$ cat src/rtl/sprite_anim.sv
`default_nettype none
// ============================================================================
// Module   : sprite_anim
// Purpose  : Animated-sprite engine. It maps the pixel coordinate onto a
//            multi-frame sprite sheet in an external registered ROM, decodes
//            the colour index through a loadable palette, and steps the
//            animation frame on a vertical-frame cadence (loop or ping-pong).
// Revision : 1.0 - initial release
// ============================================================================
module sprite_anim #(
  parameter int W           = 64,
  parameter int H           = 64,
  parameter int FRAMES      = 4,
  parameter int FRAME_TICKS = 6,
  parameter int CW          = 3,
  parameter int TRANSP      = 0,
  parameter int AW          = $clog2(FRAMES * W * H)
) (
  input  logic          clk,
  input  logic          rst_n,
  input  logic          frame_start,
  input  logic [9:0]    pixelx,
  input  logic [9:0]    pixely,
  input  logic [9:0]    posx,
  input  logic [9:0]    posy,
  input  logic          mirror,
  input  logic          anim_en,
  input  logic          anim_mode,
  output logic [AW-1:0] rom_addr,
  input  logic [CW-1:0] rom_data,
  input  logic          pal_we,
  input  logic [CW-1:0] pal_idx,
  input  logic [23:0]   pal_rgb,
  output logic [23:0]   RGB,
  output logic          visible
);

  localparam int FW   = (FRAMES > 1) ? $clog2(FRAMES) : 1;
  localparam int TW   = (FRAME_TICKS > 1) ? $clog2(FRAME_TICKS) : 1;
  localparam int NPAL = 1 << CW;

  // Per-video-frame shadow copies of the request inputs
  logic [9:0] sh_posx;
  logic [9:0] sh_posy;
  logic       sh_mirror;
  logic       sh_en;
  logic       sh_mode;

  // Animation state
  logic [TW-1:0] tick;
  logic [FW-1:0] frame;
  logic          dir_down;
  logic [FW-1:0] next_frame;
  logic          next_dir;
  logic          step_mode;

  // Pipeline
  logic          inbox_s1;
  logic          inbox_s2;
  logic [23:0]   palette [NPAL];

  // Geometry, widened to 11 bits so a box straddling x=1023 does not wrap
  logic [10:0]   px11, py11, sx11, sy11;
  logic [10:0]   dx, dy, col;
  logic          inbox;
  logic [AW-1:0] addr_next;
  logic          opaque;

  assign px11  = {1'b0, pixelx};
  assign py11  = {1'b0, pixely};
  assign sx11  = {1'b0, sh_posx};
  assign sy11  = {1'b0, sh_posy};
  assign inbox = (px11 >= sx11) && (px11 < sx11 + 11'(W)) &&
                 (py11 >= sy11) && (py11 < sy11 + 11'(H));
  assign dx    = px11 - sx11;
  assign dy    = py11 - sy11;
  assign col   = sh_mirror ? (11'(W - 1) - dx) : dx;
  assign addr_next = inbox ? (AW'(frame) * AW'(W * H) + AW'(dy) * AW'(W) + AW'(col))
                           : '0;
  assign opaque = inbox_s2 && (rom_data != CW'(TRANSP));

  // The step taken at a frame_start uses the mode being sampled on that pulse
  assign step_mode = frame_start ? anim_mode : sh_mode;

  // Next frame index and direction for one animation step
  always_comb begin
    next_frame = frame;
    next_dir   = dir_down;
    if (FRAMES > 1) begin
      if (!step_mode) begin
        next_frame = (frame == FW'(FRAMES - 1)) ? '0 : frame + 1'b1;
      end else if (!dir_down) begin
        if (frame == FW'(FRAMES - 1)) begin
          // Reached the top while moving up (possible after a loop-mode wrap)
          next_frame = frame - 1'b1;
          next_dir   = 1'b1;
        end else begin
          next_frame = frame + 1'b1;
          if (frame + 1'b1 == FW'(FRAMES - 1)) next_dir = 1'b1;
        end
      end else begin
        if (frame == '0) begin
          next_frame = frame + 1'b1;
          next_dir   = 1'b0;
        end else begin
          next_frame = frame - 1'b1;
          if (frame == FW'(1)) next_dir = 1'b0;
        end
      end
    end
  end

  // Latch request inputs at the start of vertical blanking
  always_ff @(posedge clk or negedge rst_n) begin
    if (!rst_n) begin
      sh_posx   <= '0;
      sh_posy   <= '0;
      sh_mirror <= 1'b0;
      sh_en     <= 1'b0;
      sh_mode   <= 1'b0;
    end else if (frame_start) begin
      sh_posx   <= posx;
      sh_posy   <= posy;
      sh_mirror <= mirror;
      sh_en     <= anim_en;
      sh_mode   <= anim_mode;
    end
  end

  // Advance tick/frame on frame_start when the previously latched enable is set
  always_ff @(posedge clk or negedge rst_n) begin
    if (!rst_n) begin
      tick     <= '0;
      frame    <= '0;
      dir_down <= 1'b0;
    end else if (frame_start && sh_en) begin
      if (tick == TW'(FRAME_TICKS - 1)) begin
        tick     <= '0;
        frame    <= next_frame;
        dir_down <= next_dir;
      end else begin
        tick <= tick + 1'b1;
      end
    end
  end

  // Palette register file; a same-cycle lookup sees the pre-write value
  always_ff @(posedge clk or negedge rst_n) begin
    if (!rst_n) begin
      for (int i = 0; i < NPAL; i++) palette[i] <= '0;
    end else if (pal_we) begin
      palette[pal_idx] <= pal_rgb;
    end
  end

  // Three-stage pixel pipeline: address, ROM wait, colour decode
  always_ff @(posedge clk or negedge rst_n) begin
    if (!rst_n) begin
      rom_addr <= '0;
      inbox_s1 <= 1'b0;
      inbox_s2 <= 1'b0;
      visible  <= 1'b0;
      RGB      <= '0;
    end else begin
      rom_addr <= addr_next;
      inbox_s1 <= inbox;
      inbox_s2 <= inbox_s1;
      visible  <= opaque;
      RGB      <= opaque ? palette[rom_data] : 24'h000000;
    end
  end

endmodule
`default_nettype wire

$ cat config.mk
export PLATFORM = sky130hd
export DESIGN_NAME = sprite_anim
export DESIGN_NICKNAME = d
export VERILOG_FILES = /design/src/rtl/sprite_anim.sv
export SDC_FILE = /design/constraint.sdc
export NUM_CORES = 1
export LEC_CHECK = 0
export CORE_AREA = 2 2 169 129
export CTS_CLUSTER_SIZE = 14
export DETAILED_ROUTE_END_ITERATION = 8
export DIE_AREA = 0 0 171 131
export PLACE_DENSITY = 0.84
export SYNTH_ARGS = -nofsm -noshare
export SYNTH_HDL_FRONTEND = slang
export SYNTH_SLANG_ARGS = --single-unit
export TNS_END_PERCENT = 30
$ cat constraint.sdc
create_clock -name clk -period 7.7 [get_ports clk]
set_clock_uncertainty 0.15 [all_clocks]
set_input_delay 1.54 -clock clk [delete_from_list [all_inputs] [get_ports clk]]
set_output_delay 1.54 -clock clk [all_outputs]
set_load 0.05 [all_outputs]
### After elaboration in Yosys (flattened, before gate mapping)

Cells that the tools add are included.

| word-level totals | value |
|---|---|
| register bits | 262 |
| input port bits | 77 |
| output and inout port bits | 39 |
| logic and storage cells | 75 |

| operators by class | value |
|---|---|
| add/subtract/negate cells | 10 |
| magnitude comparators | 7 |
| equality and inequality tests | 4 |
| mux-type cells | 21 |
| bitwise operators | 2 |
| reductions and logical operators | 10 |

Operators by type and width:

| kind | number |
|---|---|
| $bwmux 192 | 1 |
| $mux 24 | 4 |
| $bmux 24 s3 | 1 |
| $demux 24 s3 | 1 |
| $add 10x7->11 const B | 2 |
| $lt 10x11->1 | 2 |
| $ge 10x10->1 | 2 |
| $add 14x11->14 | 1 |
| $add 14x14->14 | 1 |
| $mux 14 | 1 |
| $mux 11 | 1 |
| $sub 10x10->11 | 1 |
| $sub 6x11->11 const A | 1 |
| $mux 2 | 5 |
| $ge 4x4->1 const B | 2 |
| $not 3->4 | 2 |
| $sub 8x8->8 | 1 |
| $logic_and 1x1->1 | 6 |
| $mux 1 | 6 |
| $eq 2x2->1 const B | 2 |
| $lt 4x1->1 const B | 1 |
| $add 3x1->3 const B | 1 |
| $eq 3x3->1 const B | 1 |
| $mux 3 | 1 |
| 7 further kinds | 7 |

### Logic depth before layout (Yosys ltp)

| logic depth | value |
|---|---|
| depth after elaboration | 6 |
| gate-level depth with buffers | 18 |
| depth with buffers taken out | 18 |

### Worst setup path after synthesis

OpenSTA, ideal clock, no wires.

| path | value |
|---|---|
| path kind | input -> register |
| start | in pixelx[0] |
| end | reg rom_addr[12] |
| library setup time | 0.120 ns |
| arrival | 4.635 ns |
| data required time | 7.430 ns |
| slack | 2.796 ns |
| cell stages on the path | 18 |
| path buffers | 0 |
| cell sequence | inv_1 -> ha_1 -> inv_1 -> fa_1 -> a211oi_1 -> o21bai_1 -> a21oi_2 -> xor2_2 -> ha_1 -> nand2_1 -> o21ai_0 -> fa_1 -> a21o_1 -> a21o_1 -> a21o_1 -> nand3_1 -> xor2_1 -> nor3_2 |

| on the way | value |
|---|---|
| word-level cells in the longest chain between the ends | 5 |
| elaborated cells on any way between the ends | 10 |
| classes of those cells | add/sub (3); order compare (2); mux (2); reduce/logical (3) |

RTL lines:

| what | line | text |
|---|---|---|
| from (decl) | 22 | `input logic [9:0] pixelx,` |
| $sub 10x10->11 (tied with other cells) | 75 | `assign dx = px11 - sx11;` |
| $sub 6x11->11 or $logic_and 1x1->1 (tied branches) | 77, 73 |  |
| $mux 11 or $logic_and 1x1->1 (tied branches) | 77, 73 |  |
| $add 14x11->14 or $logic_and 1x1->1 (tied branches) | 78, 74 |  |
| $mux 14 (*) | 78 | `assign addr_next = inbox ? (AW'(frame) * AW'(W * H) + AW'(dy) * AW'(W) + AW'(col))` |
| via addr_next[12] | 66 | `logic [AW-1:0] addr_next;` |
| to (signal assigned) | 165 | `rom_addr <= addr_next;` |
| to (decl) | 29 | `output logic [AW-1:0] rom_addr,` |

The timed path passes the listed nets; every way through them passes the cells marked *.
A chain may end at the register's enable or synchronous reset.

### Final worst setup path

| path | value |
|---|---|
| start | in pixelx[0] |
| end | reg rom_addr[13] |

The elaborated chain is that of the path after synthesis.

==> flow_summary.ini <==
[die]
rows = 46
design.core.area_sq_mm = 0.0208
floorplan.initialDensity_pct = 60.9
fp.dieArea_sq_mm = 0.0224
die_h_um = 131
die_width_um = 171
io_pins = 116

[worst_hold_path]
path_class_of_the_lowest_slack_min_delay_path = flip-flop to flip-flop
worstHoldPathCells = 0

[placement]
placer_congestion_estimate = 0.839
place_worst_setup_slack_ns = 2.01
port-buffer-count = 115
place_hpwl_mm = 15.7
detailed_place.area_sq_mm = 0.0141

[setup_path]
arrival_ns = 5.40
reg2reg_depth = 17
worstSetupPathDepth = 19
setup.worst_path.end_class = flip-flop
worst-setup-path-type = input pin to flip-flop
crit_family = compound AO/OA/AOI/OAI gates
crit-reg2reg-launch = sh_posx[0]
crit_path_end = rom_addr[13]
crit_top_cell = ha_1
worstSetupStartpoint = pixelx[0]
path_cells = clkdlybuf4s50_1 -> inv_1 -> ha_1 -> inv_1 -> fa_1 -> a211oi_1 -> o21bai_1 -> a21oi_2 -> xor2_2 -> ha_1 -> nand2_1 -> o21ai_0 -> ha_1 -> a21o_1 -> a211oi_1 -> o21bai_1 -> a41oi_1 -> xor2_1 -> nor3_1
crit_slowest_cell = fa_1
setup.worst_path.start_class = input pin
largest_fanout_on_the_critical_path = 3
rr_endpoint = rom_addr[13]
r2r_setup_slk_ns = 3.62
worst-endpoint-required_ns = 7.92
cp.buffers_inverters = 3
timing.critical_path.slowest_cell_delay_ns = 0.42

[power_and_ir_drop]
power.combinational.fraction_pct = 24.4
total_power_uw = 4020
power_frac_seq_pct = 44.4
powerDensity_mw_per_mm2 = 269
netSwitchingPower_uw = 1110
switching_share_pct = 27.7
power.leakage_uw = 0.00650
ir_drop_v = 0.000162
clkPwrFrac_pct = 31.2
p_int_uw = 2900

[clocking]
number_of_buffers_added_by_the_clock_tree_synthesis_step = 25
clock_slew_seen_by_the_registers_of_the_worst_setup_and_hold_paths_ns = 0.06
cts_sinks = 262
clk-insertion-delay-late_ns = 0.52
clock_path_buffers = 3
tritoncts = yes
cts.hold.buffers_added = 0
cts_setup_buffers = 0
cts.repair.resized = 0
htreeDepth = 1
clk_root_buffer_cell = clkbuf_16

[yosys]
post_synth_instance_area_sq_mm = 0.0127
main_combinational_cell_family_by_area_after_synthesis = multiplexers
synth-seq-cells = 262
synth_edf_count = 0
post_synth.cell_area_avg_sq_um = 13.9
synth_xor_area_share_pct = 2.13
netlist.area_leader.share_pct = 51.6
post_synth_mux_area_share_pct = 27.9
synth-warning-count = 0
synth_compound_area_share_pct = 5.53
syn_nets = 1034
synth.largest_area_cell = dfrtp_1
synth_cell_type_count = 64
postSynthCellCount = 912
synth.area.top_cells = dfrtp_1 (52%), mux2_2 (17%), mux4_2 (8.5%)
async_flop_share_pct = 100
synth_top_flop_cell = dfrtp_1
sequential_share_of_the_synthesized_area_pct = 51.6
post_synth_and_or_nand_nor_area_fraction_pct = 5.30
synth_adder_area_share_pct = 4.61

[sta]
setup-tns-final_ns = 0
slew-limit-headroom_pct = 31.4
finalMaxSlewViolations = 0
max_slew.worst_pin.slew_ns = 1.03
endpoints_failing_setup = 0
achievable-frequency_ghz = 0.193
final_period_minus_worst_setup_slack_ns = 5.18
rsz0062_at_grt = false
timing.final.ws_setup_ns = 2.52
timing.final.hold_violations = 0
hold-worst-slack_ns = 0.233
fin_crit_sh_pct = 67.3

[final_layout]
layout.cells.most_common_list = dfrtp_1 (262), mux2_2 (194), clkdlybuf4s50_1 (111)
diodes = 0
area_growth_from_synthesis_to_final_layout_pct = 17.7
finish.net_count = 1141
final_layout_size_suffix_gt1_share_pct = 31.7
layout_commonest_cell = dfrtp_1
stdcell_area_sq_mm = 0.0149

[global_route]
grt_pass1_vias = 7843
grt_antenna_before_repair = 0
grt_first_pass_wirelength_mm = 40.7
grt_start_max_net_pins = 174
grt_use_total_pct = 23.1
overflow = 0

[detailed_routing]
avgRoutedWirePerCell_um = 18.9
detail_route.drc_violations = 0
starting_drc_count_in_detailed_routing = 424
final_antenna_net_count = 0
drt-pass1-iter-count = 4
vias_per_cell = 5.75
postRouteWirelength_mm = 25.0
dr_total_vias = 7608

[run]
timing.max_cap.violations = 0

[outcome]
status = finished, final reports clean
-- cell families (layout without fill, tap and decap cells) --
group / Yosys count / count (layout)
adder cells (fa/ha/maj): 45 / 45
AND/OR/NAND/NOR: 124 / 124
flip-flops: 262 / 262
XOR/XNOR: 30 / 30
buffers and inverters: 84 / 206
multiplexers: 269 / 269
AO/OA/AOI/OAI: 98 / 98
-- power groups by stage --
stage / clock [uW] / combinational, uW / sequential, uW
4_1_cts: 1270 / 991 / 1780
3_5_place_dp: 0 / 979 / 1800
3_3_place_gp: 0 / 947 / 1790
2_1_floorplan: 0 / 678 / 1830
5_1_grt: 1340 / 1070 / 1810
6_report: 1250 / 982 / 1780
-- synth_stat cells, types with 3 or more instances --
library cell  instances
xnor2_1              20
dfrtp_1             262
nand2_1              35
mux2_2              194
nor3_2               11
o21ai_0              31
nand4b_1              3
xor2_1                9
nand3_1               7
nand2b_1              4
nor3_1                8
inv_1                36
a21oi_1              14
ha_1                 42
a211oi_1              7
buf_2                27
o211ai_1              3
nor2_1               35
nand4_1               4
o21bai_1              3
clkbuf_1             13
mux4_2               48
buf_1                 4
mux2i_1              25
a21o_1               15
fa_1                  3
-- stage by stage --
step                      cells  utilization (%)
after floorplan             912                -
after global placement     1280             67.7
after detailed placement   1280             67.7
after CTS                  1322             71.7
after global routing       1322             71.7
final                      1322             71.7
-- routing by layer --
metal	share of wire, %	up-vias	global-route usage, %
met4	1.8	0	5.28
met5	0	-	0
met3	4.2	38	3.70
met1	46	3883	32.2
li1	-	3512	-
met2	48	175	38.9
-- worst reg2reg max path, stage by stage (launching register included) --
cell	delay, ns
dfrtp_1	0.36
ha_1	0.16
inv_1	0.05
fa_1	0.42
a211oi_1	0.39
o21bai_1	0.15
a21oi_2	0.20
xor2_2	0.19
ha_1	0.25
nand2_1	0.06
o21ai_0	0.16
ha_1	0.33
a21o_1	0.18
a211oi_1	0.24
o21bai_1	0.14
a41oi_1	0.26
xor2_1	0.17
nor3_1	0.06
-- sequential cells by signal, indices dropped and copies added, names as in the netlist --
name	cells
palette	192
RGB	24
rom_addr	14
sh_posx	10
sh_posy	10
tick	3
frame	2
dir_down	1
inbox_s1	1
inbox_s2	1
sh_en	1
sh_mirror	1
sh_mode	1
visible	1
-- cell type report --
cell class              count  area [sq um]
repair buffers            128          1250
well taps                 288           360
clock inverters            10           133
flip-flops and latches    262          6560
fillers                  1388          5890
clock buffers              32           702
inverters                  36           135
multi-input cells         566          5800
-- how the worst min path moves through the flow --
stage,startpoint,endpoint
after floorplan,inbox_s1,inbox_s2
after global placement,inbox_s1,inbox_s2
after detailed placement,inbox_s1,inbox_s2
after CTS,inbox_s1,inbox_s2
after global routing,inbox_s1,inbox_s2
final,inbox_s1,inbox_s2
Power figures use the tool's default switching activity.
